<file path="src/rtl/alu_seq.sv">
// rtl/alu_seq.sv - registered ALU with Start/Busy/Done handshake and optional iterative multiplier
// Optional feature macro: ALU_SEQ_MUL_EN builds the shift-add unsigned multiplier (FunSel 5'h10).
module alu_seq #(
    parameter int WIDTH = 16
) (
    input  logic             i_clk,
    input  logic             i_rst_n,
    input  logic [WIDTH-1:0] i_a,
    input  logic [WIDTH-1:0] i_b,
    input  logic [4:0]       i_fun_sel,
    input  logic             i_wf,
    input  logic             i_start,
    output logic             o_busy,
    output logic             o_done,
    output logic             o_err,
    output logic [WIDTH-1:0] o_alu_out,
    output logic [WIDTH-1:0] o_alu_out_hi,
    output logic [3:0]       o_flags_out
);

    typedef enum logic [1:0] {
        S_IDLE,
        S_EXEC
`ifdef ALU_SEQ_MUL_EN
        , S_MUL
`endif
    } state_t;

    state_t           r_state;
    logic [WIDTH-1:0] r_a;
    logic [WIDTH-1:0] r_b;
    logic [4:0]       r_fs;
    logic             r_wf;
    logic             r_cin;
    logic             r_busy;
    logic             r_done;
    logic             r_err;
    logic [WIDTH-1:0] r_out;
    logic [3:0]       r_flags;

    logic [WIDTH:0]   w_sum;
    logic [WIDTH-1:0] w_res;
    logic             w_c;
    logic             w_o;
    logic             w_legal;

    // Flag layout is {Z,C,N,O}; C/O default to their held values so ops that leave them alone need no special case.
    always_comb begin
        w_sum   = '0;
        w_res   = '0;
        w_c     = r_flags[2];
        w_o     = r_flags[0];
        w_legal = 1'b1;
        case (r_fs)
            5'h00: w_res = r_a;
            5'h01: w_res = r_b;
            5'h02: w_res = ~r_a;
            5'h03: w_res = ~r_b;
            5'h04, 5'h05: begin
                w_sum = {1'b0, r_a} + {1'b0, r_b} + {{WIDTH{1'b0}}, (r_fs == 5'h05) & r_cin};
                w_res = w_sum[WIDTH-1:0];
                w_c   = w_sum[WIDTH];
                w_o   = (r_a[WIDTH-1] == r_b[WIDTH-1]) && (w_res[WIDTH-1] != r_a[WIDTH-1]);
            end
            5'h06: begin
                w_sum = {1'b0, r_a} + {1'b0, ~r_b} + {{WIDTH{1'b0}}, 1'b1};
                w_res = w_sum[WIDTH-1:0];
                w_c   = w_sum[WIDTH];
                w_o   = (r_a[WIDTH-1] != r_b[WIDTH-1]) && (w_res[WIDTH-1] != r_a[WIDTH-1]);
            end
            5'h07: w_res = r_a & r_b;
            5'h08: w_res = r_a | r_b;
            5'h09: w_res = r_a ^ r_b;
            5'h0A: w_res = ~(r_a & r_b);
            5'h0B: begin w_res = {r_a[WIDTH-2:0], 1'b0};        w_c = r_a[WIDTH-1]; end
            5'h0C: begin w_res = {1'b0, r_a[WIDTH-1:1]};        w_c = r_a[0];       end
            5'h0D: begin w_res = {r_a[WIDTH-1], r_a[WIDTH-1:1]}; w_c = r_a[0];       end
            5'h0E: begin w_res = {r_a[WIDTH-2:0], r_cin};       w_c = r_a[WIDTH-1]; end
            5'h0F: begin w_res = {r_cin, r_a[WIDTH-1:1]};       w_c = r_a[0];       end
            default: w_legal = 1'b0;
        endcase
    end

`ifdef ALU_SEQ_MUL_EN
    localparam int CNT_W = $clog2(WIDTH);
    localparam logic [CNT_W-1:0] CNT_LAST = CNT_W'(WIDTH - 1);

    logic [2*WIDTH-1:0] r_prod;
    logic [CNT_W-1:0]   r_cnt;
    logic [WIDTH-1:0]   r_hi;
    logic [WIDTH:0]     w_mul_sum;
    logic [2*WIDTH-1:0] w_prod_nxt;

    // Product register starts as {0, multiplier}; each step adds the multiplicand into the top half and shifts right.
    assign w_mul_sum  = {1'b0, r_prod[2*WIDTH-1:WIDTH]} + (r_prod[0] ? {1'b0, r_a} : {(WIDTH+1){1'b0}});
    assign w_prod_nxt = {w_mul_sum, r_prod[WIDTH-1:1]};
    assign o_alu_out_hi = r_hi;
`else
    assign o_alu_out_hi = '0;
`endif

    always_ff @(posedge i_clk or negedge i_rst_n) begin
        if (!i_rst_n) begin
            r_state <= S_IDLE;
            r_a     <= '0;
            r_b     <= '0;
            r_fs    <= '0;
            r_wf    <= 1'b0;
            r_cin   <= 1'b0;
            r_busy  <= 1'b0;
            r_done  <= 1'b0;
            r_err   <= 1'b0;
            r_out   <= '0;
            r_flags <= '0;
`ifdef ALU_SEQ_MUL_EN
            r_prod  <= '0;
            r_cnt   <= '0;
            r_hi    <= '0;
`endif
        end else begin
            r_done <= 1'b0;
            r_err  <= 1'b0;
            case (r_state)
                S_IDLE: begin
                    if (i_start) begin
                        r_a     <= i_a;
                        r_b     <= i_b;
                        r_fs    <= i_fun_sel;
                        r_wf    <= i_wf;
                        r_cin   <= r_flags[2];
                        r_busy  <= 1'b1;
                        r_state <= S_EXEC;
`ifdef ALU_SEQ_MUL_EN
                        r_prod  <= {{WIDTH{1'b0}}, i_b};
                        r_cnt   <= '0;
                        if (i_fun_sel == 5'h10) r_state <= S_MUL;
`endif
                    end
                end
                S_EXEC: begin
                    r_done  <= 1'b1;
                    r_busy  <= 1'b0;
                    r_state <= S_IDLE;
                    if (w_legal) begin
                        r_out <= w_res;
`ifdef ALU_SEQ_MUL_EN
                        r_hi  <= '0;
`endif
                        if (r_wf) r_flags <= {w_res == '0, w_c, w_res[WIDTH-1], w_o};
                    end else begin
                        r_err <= 1'b1;
                    end
                end
`ifdef ALU_SEQ_MUL_EN
                S_MUL: begin
                    r_prod <= w_prod_nxt;
                    r_cnt  <= r_cnt + 1'b1;
                    if (r_cnt == CNT_LAST) begin
                        r_out   <= w_prod_nxt[WIDTH-1:0];
                        r_hi    <= w_prod_nxt[2*WIDTH-1:WIDTH];
                        r_done  <= 1'b1;
                        r_busy  <= 1'b0;
                        r_state <= S_IDLE;
                        if (r_wf) r_flags <= {w_prod_nxt == '0, w_prod_nxt[2*WIDTH-1:WIDTH] != '0,
                                              w_prod_nxt[2*WIDTH-1], r_flags[0]};
                    end
                end
`endif
                default: r_state <= S_IDLE;
            endcase
        end
    end

    assign o_busy      = r_busy;
    assign o_done      = r_done;
    assign o_err       = r_err;
    assign o_alu_out   = r_out;
    assign o_flags_out = r_flags;

endmodule

</file>
<file path="config.mk">
export PLATFORM = sky130hd
export DESIGN_NAME = alu_seq
export DESIGN_NICKNAME = d
export VERILOG_FILES = /design/src/rtl/alu_seq.sv
export SDC_FILE = /design/constraint.sdc
export NUM_CORES = 1
export LEC_CHECK = 0
export ABC_AREA = 1
export BUFFER_PORTS_ARGS = -buffer_cell sky130_fd_sc_hd__buf_2
export CAP_MARGIN = 20
export CORE_UTILIZATION = 55
export DETAILED_ROUTE_END_ITERATION = 16
export GPL_TIMING_DRIVEN = 0
export PLACE_DENSITY = 0.74
export SLEW_MARGIN = 10
export SYNTH_ARGS = -nofsm -noshare
export SYNTH_HDL_FRONTEND = slang
export SYNTH_SLANG_ARGS = --single-unit
export TNS_END_PERCENT = 10
</file>
<file path="constraint.sdc">
create_clock -name i_clk -period 3.5 [get_ports i_clk]
set_input_delay 0.7 -clock i_clk [delete_from_list [all_inputs] [get_ports i_clk]]
set_output_delay 0.7 -clock i_clk [all_outputs]
set_load 0.02 [all_outputs]
</file>
==> run summary <==
Post-synthesis simple-gate area fraction - 0.418
Resized cells post-CTS - 0
TNS Setup - 0 ps
Final min period - 3340 ps
Crit start category - flop
Final wirelength - 23100 µm
Fin crit share - 0.954
Hold buffers post-CTS - 0
Ant diodes - 0
Die ar. - 0.0120 mm²
Synthesis-stage register bit count - 62
Synth Area in Adders - 0.104
Area Growth Syn to Fin - 13.1%
Die boundary width - 110 µm
Post-DR vias/cell - 5.79
RSZ-0062 raised after global routing - no
Max cap viols - 0
Global route overflow - 0
Avg WL per Cell - 18.0 µm
Clock sink count - 62
Comb pwr share - 0.508
Average size of a mapped cell - 6.05 µm²
Buf/Inv on CP - 3
Clock Power Share - 0.220
Xor and xnor area share after synthesis - 0.00138
CP max FO - 10
Tot Pwr - 3.68 mW
Final setup fails - 0
Largest stage delay, worst path - 450 ps
CP Capture Type - flop
Relative slew slack - 0.454
Layout cells sized above 1 - 0.119
Worst-path cell chain - buf_4 > nor2_4 > nand2_1 > inv_1 > nand3_1 > fa_1 > fa_1 > inv_1 > nand2_1 > nand2_1 > nand2_1 > nand3_1 > nand3_1 > nor2_1 > nand3_1 > nor2_1 > nand3_1 > nand2_1
Fin area - 0.00719 mm²
Req. time, crit path - 3780 ps
Clock tree buffer depth - 2
Nets - 1232
YS warnings - 0
Starting density of the core - 0.576
Die height - 110 µm
Global-route wire length before repair - 36000 µm
Row count - 38
DP HPWL - 18100 µm
PwrDens - 511 mW/mm²
Crit path DAT - 3620 ps
Root buffer cell - clkbuf_16
WS Path Type - reg -> reg
GRT Total Usage - 0.410
Syn Inst Count - 1051
Largest family of logic cells by synthesized area - simple AND/OR/NAND/NOR gates
Slew at the pin with the worst max-slew slack - 819 ps
First-pass iteration count of the detailed router - 5
Antenna violations before repair - 1
CP top delay family - simple AND/OR/NAND/NOR gates
Post-DP Area - 0.00691 mm²
Fmax - 299 MHz
Post-synthesis compound-gate area fraction - 0.105
IO Port Bufs - 63
Mux cell area share after synthesis - 0
Core footprint - 0.0110 mm²
CTS tree - yes
Worst-path clk slew - 60 ps
Setup Skew - 10.3 ps
Gpl congestion - 1.00
Pins Over Slew Limit - 0
Power share of the sequential group - 0.272
Vias in the first global route - 6527
Via Count - 7441
Post-CTS Setup Bufs - 0
Switch share - 0.488
H-tree levels - 3
Post-synth design cell area - 0.00636 mm²
Outcome - finished clean
Post-synthesis sequential area ratio - 0.244
Fin. Hold Viols - 0
Internal - 1.88 mW
Lkg Pwr - 3.95 nW
Post-route ant nets - 0
Later-pin clock latency in the skew report - 340 ps
Largest net degree at the start of global routing - 63
Iteration-0 DRC Markers - 843
CTS Buf Count - 9
VDD IR max - 0.498 mV
Final core utilization - 0.652
Number of distinct library cells after synthesis - 33
Hold Path Class - in -> async
Slowest stage cell on the critical path - fa_1
Fillers - 1091
Number of I/O pins - 80
NetSw - 1.79 mW
# DRC - 0
==> cell usage after synthesis, drive strengths merged <==
master	number	area, µm²
a22oi	1	7.51
o22ai	6	37.5
o21ai	75	375
and3	1	6.26
buf	39	245
clkbuf	16	60.1
a31oi	3	18.8
nor2	127	494
nand3	112	571
a21oi	30	150
inv	134	503
o2111ai	2	17.5
a21boi	1	7.51
conb	1	3.75
nand2	325	1220
o211ai	3	22.5
o21bai	2	15.0
and2	1	6.26
or2	4	25.0
fa	3	60.1
xor2	1	8.76
ha	48	601
nand4	43	269
dfrtp	62	1550
nand3b	4	30.0
nor3	5	30.0
o221ai	2	17.5
==> layout make-up <==
class                      instances  area, µm²  share of cell area
sequential                        62       1550               0.216
clock buffer                      10        229              0.0318
multi-input combinational        815       4070               0.566
timing repair buffer              63        318              0.0442
tap                              140        175              0.0244
buffer                            55        305              0.0424
inverter                         134        503              0.0699
clock inverter                     6       38.8             0.00539
==> flip-flops by register name, summed over array words and instances (netlist names) <==
name,count
r_b,16
o_busy,1
o_flags_out,4
o_alu_out,16
r_fs,5
r_wf,1
o_err,1
r_a,16
r_cin,1
o_done,1
==> final timing paths <==
check	from	end	slack, ps	depth (start not counted)
setup / recovery	r_fs[4]$_DFFE_PN0P_	o_flags_out[3]$_DFFE_PN0P_	160	18
hold / removal	i_rst_n	r_b[7]$_DFFE_PN0P_	410	1
setup reg to reg	r_fs[4]$_DFFE_PN0P_	o_flags_out[3]$_DFFE_PN0P_	160	18
hold reg to reg	o_busy$_DFFE_PN0P_	o_done$_DFF_PN0_	440	0
max in group asynchronous	i_rst_n	o_alu_out[5]$_DFFE_PN0P_	2500	1
min in group i_clk	o_busy$_DFFE_PN0P_	o_done$_DFF_PN0_	440	0
==> stage by stage <==
step	std cells	setup slack, ps	hold slack [ps]
6_report	1285	160	410
5_1_grt	1285	26.8	450
4_1_cts	1285	142	434
3_5_place_dp	1269	160	421
3_3_place_gp	1269	155	422
2_1_floorplan	1066	770	404
==> logic make-up after synthesis <==
group / after synthesis
buf+inv: 189
compound gates: 125
flops: 62
fa+ha+maj: 51
simple gates: 622
other cells: 1
xor+xnor: 1
==> cell usage in the layout, fill, tap and decap left out, drive strengths merged <==
cell      synthesis  routed
a21boi            1       1
nand2           325     325
fa                3       3
o221ai            2       2
inv             134     134
xor2              1       1
or2               4       4
nand4            43      43
o22ai             6       6
clkinvlp          0       2
clkbuf           16      26
and2              1       1
o2111ai           2       2
dfrtp            62      62
a22oi             1       1
a21oi            30      30
and3              1       1
buf              39     102
conb              1      16
nor2            127     127
nand3b            4       4
clkinv            0       4
nor3              5       5
ha               48      48
o21bai            2       2
o211ai            3       3
o21ai            75      75
nand3           112     112
a31oi             3       3
==> power groups by stage <==
stage | sequential, mW | combinational (mW) | clock, mW
after floorplan | 1.09 | 1.11 | 0
after detailed placement | 1.01 | 1.79 | 0
after global routing | 1.02 | 2.07 | 0.851
after CTS | 0.994 | 1.80 | 0.815
after global placement | 1.00 | 1.78 | 0
final | 1.00 | 1.87 | 0.809
==> metal layers <==
layer | global-route usage | vias up | share of wire
met5 | 0 | - | 0
met4 | 0.196 | 0 | 0.044
met3 | 0.106 | 67 | 0.12
met2 | 0.599 | 467 | 0.42
met1 | 0.562 | 3383 | 0.42
li1 | - | 3524 | -
(Power assumes the default switching activity.)
